<file path="src/rtl/crc32_pkg.sv">
// Shared CRC32 (Ethernet, LSB-first) constants, checker FSM state type and tkeep helpers.
// Used by both the 64-bit FCS generator and checker.
package crc32_pkg;

  localparam logic [31:0] CRC32_POLY_LSB = 32'hEDB88320;
  localparam logic [31:0] CRC32_INIT     = 32'hFFFFFFFF;
  localparam logic [31:0] CRC32_RESIDUE  = 32'hDEBB20E3;

  typedef enum logic [1:0] {
    EMPTY = 2'd0,
    HOLD  = 2'd1,
    TAIL  = 2'd2
  } fcs_state_t;

  function automatic logic [3:0] keep_popcount8(input logic [7:0] keep);
    logic [3:0] n;
    n = 4'd0;
    for (int i = 0; i < 8; i++) begin
      n = n + {3'b000, keep[i]};
    end
    return n;
  endfunction

  // Contiguous low-byte enable mask with n bytes set (n = 0..8).
  function automatic logic [7:0] keep_from_count(input logic [3:0] n);
    logic [7:0] k;
    k = 8'h00;
    for (int i = 0; i < 8; i++) begin
      k[i] = (4'(i) < n);
    end
    return k;
  endfunction

endpackage

</file>
<file path="src/rtl/crc32_d64_update.sv">
// Combinational CRC32 update over up to 8 bytes of a 64-bit beat, byte0 ([7:0]) first.
// Bytes whose keep bit is clear leave the CRC untouched.
module crc32_d64_update
  import crc32_pkg::*;
(
  input  logic [31:0] crc_in,
  input  logic [63:0] data,
  input  logic [7:0]  keep,
  output logic [31:0] crc_out
);

  logic [31:0] c;

  always_comb begin
    c = crc_in;
    for (int b = 0; b < 8; b++) begin
      if (keep[b]) begin
        c = c ^ {24'h000000, data[8*b +: 8]};
        for (int i = 0; i < 8; i++) begin
          c = c[0] ? ((c >> 1) ^ CRC32_POLY_LSB) : (c >> 1);
        end
      end
    end
    crc_out = c;
  end

endmodule

</file>
<file path="src/rtl/crc32_fcs_checker_64.sv">
// 64-bit AXI4-Stream Ethernet FCS checker: residue-checks each frame, strips the 4 FCS
// bytes, flags crc_err in tuser on the payload's last beat and counts good/bad/runt frames.
module crc32_fcs_checker_64
  import crc32_pkg::*;
#(
  parameter logic [31:0] CRC_INIT    = CRC32_INIT,
  parameter logic [31:0] CRC_RESIDUE = CRC32_RESIDUE,
  parameter int          CNT_W       = 32
) (
  input  logic             clk,
  input  logic             rst,
  input  logic [63:0]      s_axis_tdata,
  input  logic [7:0]       s_axis_tkeep,
  input  logic             s_axis_tvalid,
  input  logic             s_axis_tlast,
  output logic             s_axis_tready,
  output logic [63:0]      m_axis_tdata,
  output logic [7:0]       m_axis_tkeep,
  output logic             m_axis_tvalid,
  output logic             m_axis_tlast,
  output logic             m_axis_tuser,
  input  logic             m_axis_tready,
  input  logic             check_enable,
  output logic [CNT_W-1:0] good_cnt,
  output logic [CNT_W-1:0] bad_cnt,
  output logic [CNT_W-1:0] runt_cnt,
  output fcs_state_t       dbg_state
);

  // Handshake: a beat transfers on an edge where valid && ready. The output register may only
  // be reloaded when it is empty or being consumed (out_adv); a presented beat never changes
  // or drops before it is accepted. Input is refused while the tail beat waits in TAIL.

  fcs_state_t  state_q, state_d;
  logic [31:0] crc_q, crc_seed, crc_next;
  logic        chk_en_q, chk_en;
  logic [63:0] hold_q;
  logic [63:0] tail_data_q;
  logic [7:0]  tail_keep_q;
  logic        tail_err_q;

  logic        out_adv, acc, frame_start, big_last, crc_err;
  logic [3:0]  k;

  logic        emit, emit_last, emit_user, load_tail;
  logic [63:0] emit_data;
  logic [7:0]  emit_keep;
  logic        inc_good, inc_bad, inc_runt;

  localparam logic [CNT_W-1:0] CNT_ONE = {{(CNT_W-1){1'b0}}, 1'b1};

  assign out_adv       = !m_axis_tvalid || m_axis_tready;
  assign s_axis_tready = out_adv && (state_q != TAIL);
  assign acc           = s_axis_tvalid && s_axis_tready;
  assign frame_start   = (state_q == EMPTY);
  assign crc_seed      = frame_start ? CRC_INIT : crc_q;
  assign chk_en        = frame_start ? check_enable : chk_en_q;
  assign k             = keep_popcount8(s_axis_tkeep);
  assign big_last      = (k > 4'd4);
  assign crc_err       = chk_en && (crc_next != CRC_RESIDUE);
  assign dbg_state     = state_q;

  crc32_d64_update u_crc (
    .crc_in  (crc_seed),
    .data    (s_axis_tdata),
    .keep    (s_axis_tkeep),
    .crc_out (crc_next)
  );

  always_ff @(posedge clk) begin
    if (rst) state_q <= EMPTY;
    else     state_q <= state_d;
  end

  always_comb begin
    state_d = state_q;
    case (state_q)
      EMPTY:   if (acc && !s_axis_tlast) state_d = HOLD;
      HOLD:    if (acc && s_axis_tlast)  state_d = big_last ? TAIL : EMPTY;
      TAIL:    if (out_adv)              state_d = EMPTY;
      default: state_d = EMPTY;
    endcase
  end

  always_comb begin
    emit      = 1'b0;
    emit_data = hold_q;
    emit_keep = 8'hFF;
    emit_last = 1'b0;
    emit_user = 1'b0;
    load_tail = 1'b0;
    inc_good  = 1'b0;
    inc_bad   = 1'b0;
    inc_runt  = 1'b0;
    case (state_q)
      EMPTY: begin
        if (acc && s_axis_tlast) begin
          if (big_last) begin
            emit      = 1'b1;
            emit_data = s_axis_tdata;
            emit_keep = keep_from_count(k - 4'd4);
            emit_last = 1'b1;
            emit_user = crc_err;
            inc_good  = !crc_err;
            inc_bad   = crc_err;
          end else begin
            inc_runt  = 1'b1;
          end
        end
      end
      HOLD: begin
        if (acc) begin
          emit = 1'b1;
          if (s_axis_tlast) begin
            inc_good = !crc_err;
            inc_bad  = crc_err;
            if (big_last) begin
              load_tail = 1'b1;
            end else begin
              // Whole FCS (and nothing else) sits in the last input beat or straddles into hold.
              emit_keep = 8'hFF >> (4'd4 - k);
              emit_last = 1'b1;
              emit_user = crc_err;
            end
          end
        end
      end
      TAIL: begin
        if (out_adv) begin
          emit      = 1'b1;
          emit_data = tail_data_q;
          emit_keep = tail_keep_q;
          emit_last = 1'b1;
          emit_user = tail_err_q;
        end
      end
      default: ;
    endcase
  end

  always_ff @(posedge clk) begin
    if (rst) begin
      crc_q         <= CRC_INIT;
      chk_en_q      <= 1'b0;
      hold_q        <= '0;
      tail_data_q   <= '0;
      tail_keep_q   <= '0;
      tail_err_q    <= 1'b0;
      m_axis_tdata  <= '0;
      m_axis_tkeep  <= '0;
      m_axis_tvalid <= 1'b0;
      m_axis_tlast  <= 1'b0;
      m_axis_tuser  <= 1'b0;
      good_cnt      <= '0;
      bad_cnt       <= '0;
      runt_cnt      <= '0;
    end else begin
      if (acc) begin
        crc_q    <= crc_next;
        chk_en_q <= chk_en;
        if (!s_axis_tlast) hold_q <= s_axis_tdata;
      end
      if (load_tail) begin
        tail_data_q <= s_axis_tdata;
        tail_keep_q <= keep_from_count(k - 4'd4);
        tail_err_q  <= crc_err;
      end
      if (out_adv) begin
        m_axis_tvalid <= emit;
        if (emit) begin
          m_axis_tdata <= emit_data;
          m_axis_tkeep <= emit_keep;
          m_axis_tlast <= emit_last;
          m_axis_tuser <= emit_user;
        end
      end
      if (inc_good) good_cnt <= good_cnt + CNT_ONE;
      if (inc_bad)  bad_cnt  <= bad_cnt + CNT_ONE;
      if (inc_runt) runt_cnt <= runt_cnt + CNT_ONE;
    end
  end

endmodule
</file>
<file path="config.mk">
export PLATFORM = sky130hd
export DESIGN_NAME = crc32_fcs_checker_64
export DESIGN_NICKNAME = d
export VERILOG_FILES = /design/src/rtl/crc32_pkg.sv /design/src/rtl/crc32_d64_update.sv /design/src/rtl/crc32_fcs_checker_64.sv
export SDC_FILE = /design/constraint.sdc
export NUM_CORES = 1
export LEC_CHECK = 0
export CAP_MARGIN = 40
export CORE_UTILIZATION = 40
export CTS_CLUSTER_SIZE = 25
export DETAILED_ROUTE_END_ITERATION = 10
export GPL_ROUTABILITY_DRIVEN = 0
export PLACE_DENSITY = 0.57
export RECOVER_POWER = 100
export REMOVE_ABC_BUFFERS = 1
export SYNTH_ARGS = -nofsm -noshare
export SYNTH_HDL_FRONTEND = slang
export SYNTH_HIERARCHICAL = 1
export SYNTH_SLANG_ARGS = --single-unit
</file>
<file path="constraint.sdc">
create_clock -name clk -period 26.5 [get_ports clk]
set_clock_uncertainty 0.1 [all_clocks]
set_input_delay 5.3 -clock clk [delete_from_list [all_inputs] [get_ports clk]]
set_output_delay 5.3 -clock clk [all_outputs]
set_load 0.05 [all_outputs]
</file>
==> metrics.txt, run 1 <==
run status finished with violations; failing checks capacitance limit, slew limit; DRT iter0 DRCs 2428; post-synthesis cell count 3606; Sinks on Clock Net 343; Sum Neg Setup Slack 0 ns; Hold Path Class flip-flop to flip-flop; clk_lat worst skew 0.58 ns; main combinational cell family by area after synthesis simple AND/OR/NAND/NOR gates; Die W 271.4 um; asr flop ratio synth 0%; Critical Path Most Common Cell xnor2_1; row count 98; Hold Path Sink tail_data_q[60]$_SDFFE_PP0P_; H-tree Lvls 2; initial core utilization between 40 and 50%; fin crit period between 20 and 25 ns; Clock Pin Slew Worst Setup and Hold Paths 0.06 ns; Die Area 0.07364 mm^2; max_cap viols 13; Die Ht 271.4 um; drt wl/cell 21.15 um; commonest non-fill, non-tap cell in the layout nand2_1; Synth cell types 105; I/O Buffers 251; CTS root buf clkbuf_16; f_max 0.04749 GHz; final setup fails 0; Num CTS Buffers 42; crit path buf inv count 3; crit end category flip-flop; Antenna Nets Post-Route 0; largest net degree at the start of global routing 144; via count 27570; Ports around 250; CTS max path bufs 3; cell depth of the worst hold path 2; initial antenna violation count 0; # hold bufs at CTS 0; DRT Pass-1 Iters 5; Core ar. just over 0.07 mm^2; Post CTS Setup Buffer Count 0; fin nets 3791; via/cell ratio around 5.9; crit path max-delay cell type a2111oi_0; r2r setup slk 9.79 ns; RR Startpoint dbg_state[0]$_SDFFE_PP0P_; Synth Area in Compound Gates 20.27%; GRT overflow 0; post-DP HPWL between 70000 and 80000 um; mapped cell area approximately 0.029 mm^2; # DRC 0; first-pass GRT wire length roughly 150000 um; PostCTS Resize Cnt 0; crit start category input port; transition time of the tightest slew-check pin 6.483 ns; multiplexer area fraction after synthesis 6.424%; Syn. warnings 6; WS Path Type input port to flip-flop; area of the multi-input gates 0.02092 mm^2; CP max stage delay 2.55 ns; critical path data arrival time 21.13 ns; most frequent cells in the layout 479 x nand2_1, 341 x dfxtp_1, 313 x a21oi_1, 287 x xnor2_1, 246 x nor2_1; number of flops mapped to enable cells by yosys 0; worst min-delay path startpoint tail_data_q[60]$_SDFFE_PP0P_; Fin. Hold Viols 0; reg2reg end bad_cnt[16]$_SDFFE_PP0P_; count of state elements after synthesis 343; post-route clock period utilization 79.47%; sequential standard cell area 0.006874 mm^2; share of layout cells above drive strength 1 under 10%; Slew HR -332.2%; fillcell total 7198; RSZ-0062 raised after global routing false; Total GRT Usage 25.94%; CTS tree yes; Area Growth Syn to Fin 15.03%; register area share after synthesis about a quarter; xor/xnor share of the synthesized area approximately 22%; delay-heaviest family, CP buffers and inverters; Worst Path Max Fanout 60; vias in the first global route 25220; syn avg cell area 8.048 um^2; Worst R2R Path Depth 35; Pins Over Slew Limit 817; simple-gate share of the synthesized area 23.32%; Primary FF master, synth dfxtp_1; adder-cell share of the synthesized area 0.8364%; Critical Path RT 26.57 ns; Routed WL 99010 um
-- registers in the layout (all words and copies together), names as in the netlist --
name           count
m_axis_tvalid      1
tail_err_q         1
dbg_state          2
bad_cnt           32
good_cnt          32
m_axis_tlast       1
tail_data_q       64
hold_q            64
m_axis_tkeep       8
m_axis_tuser       1
m_axis_tdata      64
tail_keep_q        8
chk_en_q           1
runt_cnt          32
crc_q             32
-- area by class of cell --
class,count,share of cell area [%]
Multi-Input combinational cell,2963,62.67
Sequential cell,343,20.59
Timing Repair Buffer,303,8.425
Clock buffer,60,3.684
Tap cell,950,3.560
Clock inverter,17,0.5771
Inverter,43,0.4835
Antenna cell,1,0.007495
-- synthesized netlist by cell type (24+ instances only) --
master,instances,area share [%]
or2_2,37,0.80
nor2_1,248,3.2
a221oi_1,59,1.8
nor2b_1,45,0.97
a211oi_1,97,2.5
nand2_1,479,6.2
mux2i_1,109,3.8
xnor3_1,72,5.6
nand4_1,105,2.3
a21o_1,70,1.8
xor2_1,113,3.4
o21ai_0,166,2.9
nand2b_1,24,0.52
or3_1,45,0.97
xnor2_1,285,8.6
o31ai_1,46,1.2
mux2_2,55,2.1
nand3_1,85,1.5
nor3_1,61,1.1
inv_1,39,0.50
nor4_1,30,0.65
nand3b_1,36,0.93
or4_1,50,1.3
a21oi_1,312,5.4
clkbuf_1,217,2.8
dfxtp_1,343,24
-- routing by layer --
metal,vias to the layer above,track usage (%),share of wire (%)
li1,13230,-,-
met1,13320,36.43,46
met2,898,42.35,46
met3,126,2.680,5.6
met4,0,6.372,2.5
met5,-,0,0
-- cell families (layout without fill, tap and decap cells) --
logic type               count (synthesis)  after routing
AO/OA/AOI/OAI                          905            905
XOR/XNOR                               524            524
adder cells (fa/ha/maj)                 17             17
buffers and inverters                  300            423
flip-flops                             343            343
multiplexers                           172            172
other                                    0              1
AND/OR/NAND/NOR                       1345           1345
-- per-stage QoR --
stage / setup WS, ns / instance area, um^2 / util (%) / instances / hold WS [ns]
floorplan: 9.087 / 28030 / - / 3349 / 0.3258
global placement: 8.283 / 32140 / 44.88 / 4597 / 0.3397
detailed placement: 8.263 / 32190 / 44.96 / 4602 / 0.3446
CTS: 8.851 / 33620 / 46.94 / 4679 / 0.3538
global route: 4.279 / 33380 / 46.62 / 4679 / 0.3724
finish: 5.442 / 33390 / 46.62 / 4680 / 0.3524
-- worst reg2reg max path, delay by kind of cell (launching register included) --
family                 cells  cell delay [ns]
AND/OR/NAND/NOR           11             4.45
buffers and inverters      3             1.41
flip-flops                 1             0.73
multiplexers               4             1.86
XOR/XNOR                  11             3.97
AO/OA/AOI/OAI              6             3.80
-- worst max-delay path by stage --
stage               startpoint  depth (start not counted)  slack [ns]                   endpoint
3_3_place_gp   s_axis_tdata[0]                         33        8.28   good_cnt[2]$_SDFFE_PP0P_
3_5_place_dp   s_axis_tdata[0]                         33        8.26  good_cnt[24]$_SDFFE_PP0P_
2_1_floorplan  s_axis_tdata[6]                         30        9.09  m_axis_tuser$_SDFFE_PP0P_
6_report       s_axis_tkeep[1]                         31        5.44   bad_cnt[16]$_SDFFE_PP0P_
5_1_grt        s_axis_tkeep[1]                         31        4.28   bad_cnt[18]$_SDFFE_PP0P_
4_1_cts        s_axis_tdata[0]                         33        8.85  good_cnt[24]$_SDFFE_PP0P_
Power of run 1 is left out: the tool's default activity adds up to more than one toggle a clock period on the data nets, which glitch-free logic cannot reach.
==> run 2: changes to the inputs <==
--- a/config.mk
+++ b/config.mk
@@ -10,7 +10,7 @@
 export CTS_CLUSTER_SIZE = 25
 export DETAILED_ROUTE_END_ITERATION = 10
 export GPL_ROUTABILITY_DRIVEN = 0
-export PLACE_DENSITY = 0.57
+export PLACE_DENSITY = 0.59
 export RECOVER_POWER = 100
 export REMOVE_ABC_BUFFERS = 1
 export SYNTH_ARGS = -nofsm -noshare
==> constraint.sdc (replaced) <==
create_clock -name clk -period 18.92 [get_ports clk]
set_clock_uncertainty 0.1 [all_clocks]
set_input_delay 3.784 -clock clk [delete_from_list [all_inputs] [get_ports clk]]
set_output_delay 3.784 -clock clk [all_outputs]
set_load 0.05 [all_outputs]
==> metrics.txt, run 2 (synthesized netlist as in run 1, its figures left out) <==
via count 27500 (-0.28%); Critical Path Most Common Cell xnor2_1; Area Growth Syn to Fin 15.57%; run status finished with violations; clk_lat worst skew 0.59 ns (about the same); Antenna Nets Post-Route 0 (unchanged); fin nets 3790 (-0.026%); design area 0.03354 mm^2 (+0.46%); first-pass GRT wire length 152200 um (-0.79%); CTS tree yes; most frequent cells in the layout 479 x nand2_1, 342 x dfxtp_1, 312 x a21oi_1, 289 x xnor2_1, 246 x nor2_1; crit end category flip-flop; Clock Pin Slew Worst Setup and Hold Paths 0.06 ns (about the same); Slew HR -155.6% (+180 points); crit path max-delay cell type clkbuf_1; WS Path Type input port to flip-flop; # hold bufs at CTS 0 (unchanged); crit start category input port; Ports 252 (unchanged); Sinks on Clock Net 343 (unchanged); row count 98 (unchanged); post-route clock period utilization 91.35%; Sum Neg Setup Slack 0 ns (unchanged); placed inst area 0.03224 mm^2 (+0.15%); failing checks capacitance limit, slew limit; Hold Path Class flip-flop to flip-flop; drt wl/cell 21.25 um (+0.46%); Fin. Hold Viols 0 (unchanged); H-tree Lvls 2 (unchanged); CTS max path bufs 3 (unchanged); RSZ-0062 raised after global routing false; commonest non-fill, non-tap cell in the layout nand2_1; Core ar. 0.07161 mm^2 (unchanged); Die Ht 271.4 um (unchanged); I/O Buffers 251 (unchanged); Pins Over Slew Limit 601 (-26%); f_max 0.05786 GHz; max_cap viols 11 (-2); fin crit period 17.28 ns; share of layout cells above drive strength 1 7.886% (+0.22 points); largest net degree at the start of global routing 133 (-7.6%); Worst Path Max Fanout 62 (+3.3%); PostCTS Resize Cnt 0 (unchanged); CP max stage delay 2.18 ns (-0.37 ns); Die W 271.4 um (unchanged); critical path data arrival time 17.64 ns (-3.49 ns); initial core utilization 40.53% (unchanged); final setup fails 0 (unchanged); GRT overflow 0 (unchanged); via/cell ratio 5.876 (-0.25%); CTS root buf clkbuf_16; # DRC 0 (unchanged); DRT iter0 DRCs 2518 (+3.7%); DRT Pass-1 Iters 5 (unchanged); Num CTS Buffers 42 (unchanged); Critical Path RT 19.27 ns (-7.30 ns); Routed WL 99440 um (+0.44%); Largest regs hold_q: 64 flops, m_axis_tdata: 64 flops, tail_data_q: 64 flops; Total GRT Usage 25.97% (+0.034 points); vias in the first global route 25070 (-0.60%); transition time of the tightest slew-check pin 3.834 ns (-2.650 ns); Post CTS Setup Buffer Count 0 (unchanged); initial antenna violation count 3 (+3); post-layout util 46.84% (+0.22 points); Die Area 0.07364 mm^2 (unchanged); post-DP HPWL 71420 um (+0.20%); fillcell total 7186 (-0.17%)
run 2: changes by cell type in the layout (fill, tap and decap cells not counted), sizes merged:
cell and delta:
clkbuf -5, buf +4, clkinv -4, inv +3, clkinvlp +1
run 2: per-stage QoR:
stage / std cells / hold WS (ns) / setup slack [ns]
final: 4679 / 0.3538 / 1.637
after global placement: 4594 / 0.3409 / 2.042
after floorplan: 3349 / 0.3258 / 3.023
after detailed placement: 4601 / 0.3456 / 1.919
after CTS: 4678 / 0.3539 / 2.458
after global routing: 4678 / 0.3659 / 0.8253
run 2: critical path, delay by kind of cell:
kind | cells | cell delay, ns
xor gates and xnor gates | 12 | 4.35
and+or+nand+nor | 9 | 3.61
muxes | 4 | 1.77
AOI/OAI and AO/OA | 5 | 0.88
buffers and inverters | 3 | 3.14
run 2: routing by layer:
| layer | routed length [um] | up-vias | share of wire (%) | GRT usage (%) |
|---|---|---|---|---|
| li1 | - | 13220 | - | - |
| met1 | 44210 | 13150 | 44 | 35.95 |
| met2 | 44910 | 946 | 45 | 40.80 |
| met3 | 6598 | 171 | 6.6 | 3.919 |
| met4 | 3676 | 6 | 3.7 | 9.270 |
| met5 | 41 | - | 0.041 | 0 |
run 2: final cells by class:
| cell class | count | area, um^2 | area share (%) |
|---|---|---|---|
| antenna | 1 | 2.502 | 0.007461 |
| clock buffer | 60 | 1240 | 3.697 |
| clock inverter | 17 | 206.4 | 0.6155 |
| inverter | 43 | 161.4 | 0.4812 |
| multi-input combinational | 2963 | 20990 | 62.57 |
| sequential | 343 | 6870 | 20.48 |
| tap | 950 | 1189 | 3.544 |
| timing repair buffer | 302 | 2884 | 8.599 |
run 2: path summary, 6_finish.rpt:
kind | endpoint | slack (ns) | depth (start not counted) | startpoint
worst max register to register | good_cnt[24]$_SDFFE_PP0P_ | 3.21 | 37 | dbg_state[1]$_SDFFE_PP0P_
worst min-delay path | tail_data_q[55]$_SDFFE_PP0P_ | 0.35 | 2 | tail_data_q[55]$_SDFFE_PP0P_
worst min register to register | tail_data_q[55]$_SDFFE_PP0P_ | 0.35 | 2 | tail_data_q[55]$_SDFFE_PP0P_
worst max-delay path | good_cnt[24]$_SDFFE_PP0P_ | 1.64 | 33 | s_axis_tkeep[1]
Power of run 2 is left out for the same reason.
==> run 3: changes to the inputs <==
--- a/config.mk
+++ b/config.mk
@@ -5,12 +5,14 @@
 export SDC_FILE = /design/constraint.sdc
 export NUM_CORES = 1
 export LEC_CHECK = 0
+export ABC_AREA = 1
 export CAP_MARGIN = 40
+export CORE_MARGIN = 8
 export CORE_UTILIZATION = 40
 export CTS_CLUSTER_SIZE = 25
 export DETAILED_ROUTE_END_ITERATION = 10
 export GPL_ROUTABILITY_DRIVEN = 0
-export PLACE_DENSITY = 0.59
+export PLACE_DENSITY = 0.58
 export RECOVER_POWER = 100
 export REMOVE_ABC_BUFFERS = 1
 export SYNTH_ARGS = -nofsm -noshare
==> metrics.txt, run 3 <==
Synth cell types 58 (-45%); Sum Neg Setup Slack 0 ns (unchanged); synth cell count leaders 2368 x nand2_1, 897 x nand3_1, 486 x inv_1, 343 x dfxtp_1, 245 x a21oi_1; xor/xnor share of the synthesized area 4.530% (-17 points); first-pass GRT wire length 202300 um (+33%); placed insts 6998 (+52%); multiplexer area fraction after synthesis 0.03400% (-6.4 points); adder-cell share of the synthesized area 0.7329% (-0.10 points); worst setup path endpoint bad_cnt[1]$_SDFFE_PP0P_; Sinks on Clock Net 343 (unchanged); Synth Area in Compound Gates 9.966% (-10 points); mapped cell area 0.03312 mm^2 (+14%); GRT overflow 0 (unchanged); vias in the first global route 34380 (+37%); Pins Over Slew Limit 569 (-5.3%); Place WS 5.459 ns (+3.540 ns); Ports 252 (unchanged); Syn. warnings 6 (unchanged); initial antenna violation count 5 (+2); # DRC 0 (unchanged); DRT Pass-1 Iters 10 (+5); clk_lat worst skew 0.58 ns (about the same); post-synthesis cell count 5870 (+63%); Die Ht 303.7 um (+12%); simple-gate share of the synthesized area 54.43% (+31 points); DRT iter0 DRCs 3817 (+52%); via/cell ratio 5.437 (-7.5%); Max VDD drop 0.00007189 V; share of the synthesized area in the top cell type 26.84% (+3.2 points); I/O Buffers 251 (unchanged); most common cell in the netlist nand2_1; count of state elements after synthesis 343 (unchanged); Fin. Hold Viols 0 (unchanged); max_cap viols 11 (unchanged); main combinational cell family by area after synthesis simple AND/OR/NAND/NOR gates; Worst R2R Path Depth 67 (+81%); failing checks capacitance limit, slew limit; Power Density 116.1 mW/mm^2; f_max 0.06384 GHz (+10%); Clock Pin Slew Worst Setup and Hold Paths 0.06 ns (about the same); Antenna Nets Post-Route 0 (unchanged); post-route clock period utilization 82.79% (-8.6 points); RSZ-0062 raised after global routing false; CP max stage delay 1.72 ns (-0.46 ns); static leakage between 15 and 20 nW; Worst Path Max Fanout 52 (-16%); largest net degree at the start of global routing 101 (-24%); PostCTS Resize Cnt 0 (unchanged); Hold Path Class flip-flop to flip-flop; cell accounting for the most synthesized area nand2_1; crit start category input port; register area share after synthesis 20.73% (-2.9 points); WS Path Type input port to flip-flop; Core ar. 0.08198 mm^2 (+14%); crit path max-delay cell type clkbuf_1; final setup fails 0 (unchanged); commonest non-fill, non-tap cell in the layout nand2_1; Primary FF master, synth dfxtp_1; CP Launch Point s_axis_tkeep[0]; share of layout cells above drive strength 1 8.142% (+0.26 points); crit end category flip-flop; transition time of the tightest slew-check pin 2.868 ns (-0.9656 ns); syn avg cell area 5.642 um^2 (-30%); asr flop ratio synth 0% (unchanged); setup ws final 3.256 ns (+1.619 ns); run status finished with violations; Critical Path Most Common Cell nand2_1; Post CTS Setup Buffer Count 0 (unchanged); Num CTS Buffers 43 (+2.4%); Total GRT Usage 26.84% (+0.87 points); top post-synthesis cells by area nand2_1 27%, dfxtp_1 21%, nand3_1 14%; CTS tree yes; fin nets 6068 (+60%); number of flops mapped to enable cells by yosys 0 (unchanged); row count 105 (+7.1%); critical path data arrival time 16.04 ns (-1.60 ns); r2r setup slk 7.95 ns (+4.74 ns); Critical Path RT 19.29 ns (+0.02 ns); Largest regs hold_q: 64 flops, m_axis_tdata: 64 flops, tail_data_q: 64 flops; post-layout util 45.85% (-0.99 points); # hold bufs at CTS 0 (unchanged); Slew HR -91.20% (+64 points); CTS max path bufs 3 (unchanged); Non-Filler Instances 7081 (+51%); via count 38500 (+40%); most frequent cells in the layout 2372 x nand2_1, 904 x nand3_1, 490 x inv_1, 342 x dfxtp_1, 245 x a21oi_1; drt wl/cell 18.58 um (-13%); fin crit period 15.66 ns (-1.619 ns); RR Startpoint dbg_state[1]$_SDFFE_PP0P_; Routed WL 131600 um (+32%); Die W 303.7 um (+12%); placed inst area 0.03615 mm^2 (+12%); post-DP HPWL 101500 um (+42%); design area 0.03759 mm^2 (+12%); Area Growth Syn to Fin 13.50%; Die Area 0.09226 mm^2 (+25%); reg2reg end bad_cnt[1]$_SDFFE_PP0P_; CTS root buf clkbuf_16; initial core utilization 40.40% (-0.13 points); H-tree Lvls 2 (unchanged)
-- run 3: changes by cell type after synthesis, sizes merged, moves of 100 or more --
cell,delta
clkbuf,-117
mux2i,-117
o21ai,+100
xnor2,-278
nand2,+2077
nand3,+901
inv,+498
-- run 3: final cells by class --
class | count | area [um^2]
antenna | 5 | 12.51
clock buffer | 62 | 1269
clock inverter | 16 | 279.0
fill | 9041 | 44390
inverter | 540 | 2039
multi-input combinational | 4758 | 23030
sequential | 343 | 6868
tap | 1070 | 1339
timing repair buffer | 287 | 2753
-- run 3: through the flow --
step	hold slack, ns	power (mW)
floorplan	0.3311	2.683
global placement	0.3440	3.417
detailed placement	0.3483	3.424
CTS	0.3571	4.347
global route	0.3680	4.674
finish	0.3537	4.366
-- run 3: kinds of logic after synthesis --
family / count (synthesis)
AO/OA/AOI/OAI: 604
multiplexers: 1
AND/OR/NAND/NOR: 3975
flip-flops: 343
buffers and inverters: 769
adder cells (fa/ha/maj): 17
XOR/XNOR: 161
-- run 3: how the worst min path moves through the flow --
stage	from	to	slack, ns	cells after the start
6_report	tail_keep_q[1]$_SDFFE_PP0P_	tail_keep_q[1]$_SDFFE_PP0P_	0.35	2
3_3_place_gp	tail_keep_q[2]$_SDFFE_PP0P_	tail_keep_q[2]$_SDFFE_PP0P_	0.34	2
3_5_place_dp	tail_keep_q[1]$_SDFFE_PP0P_	tail_keep_q[1]$_SDFFE_PP0P_	0.35	2
5_1_grt	tail_data_q[63]$_SDFFE_PP0P_	tail_data_q[63]$_SDFFE_PP0P_	0.37	2
2_1_floorplan	tail_data_q[63]$_SDFFE_PP0P_	tail_data_q[63]$_SDFFE_PP0P_	0.33	2
4_1_cts	tail_data_q[63]$_SDFFE_PP0P_	tail_data_q[63]$_SDFFE_PP0P_	0.36	2
-- run 3: routing by layer --
layer  up-vias  routed length (um)  track usage [%]
li1      19070                   -                -
met1     17570               57680            36.42
met2      1610               58440            43.29
met3       250               10650            3.971
met4         0                4792            9.047
met5         -                   0                0
-- run 3: worst max-delay path, delay by kind of cell --
family,cells,cell delay (ns)
AO/OA/AOI/OAI,2,0.96
buffers and inverters,11,4.18
AND/OR/NAND/NOR,51,7.02
-- run 3: report_power, final --
group	total, mW	leakage (nW)	internal, mW	switching [mW]
registers	0.812	2.79	0.780	0.0318
logic	2.65	15.4	0.776	1.88
clock network	0.901	0.754	0.561	0.340
Power figures use the tool's default switching activity.
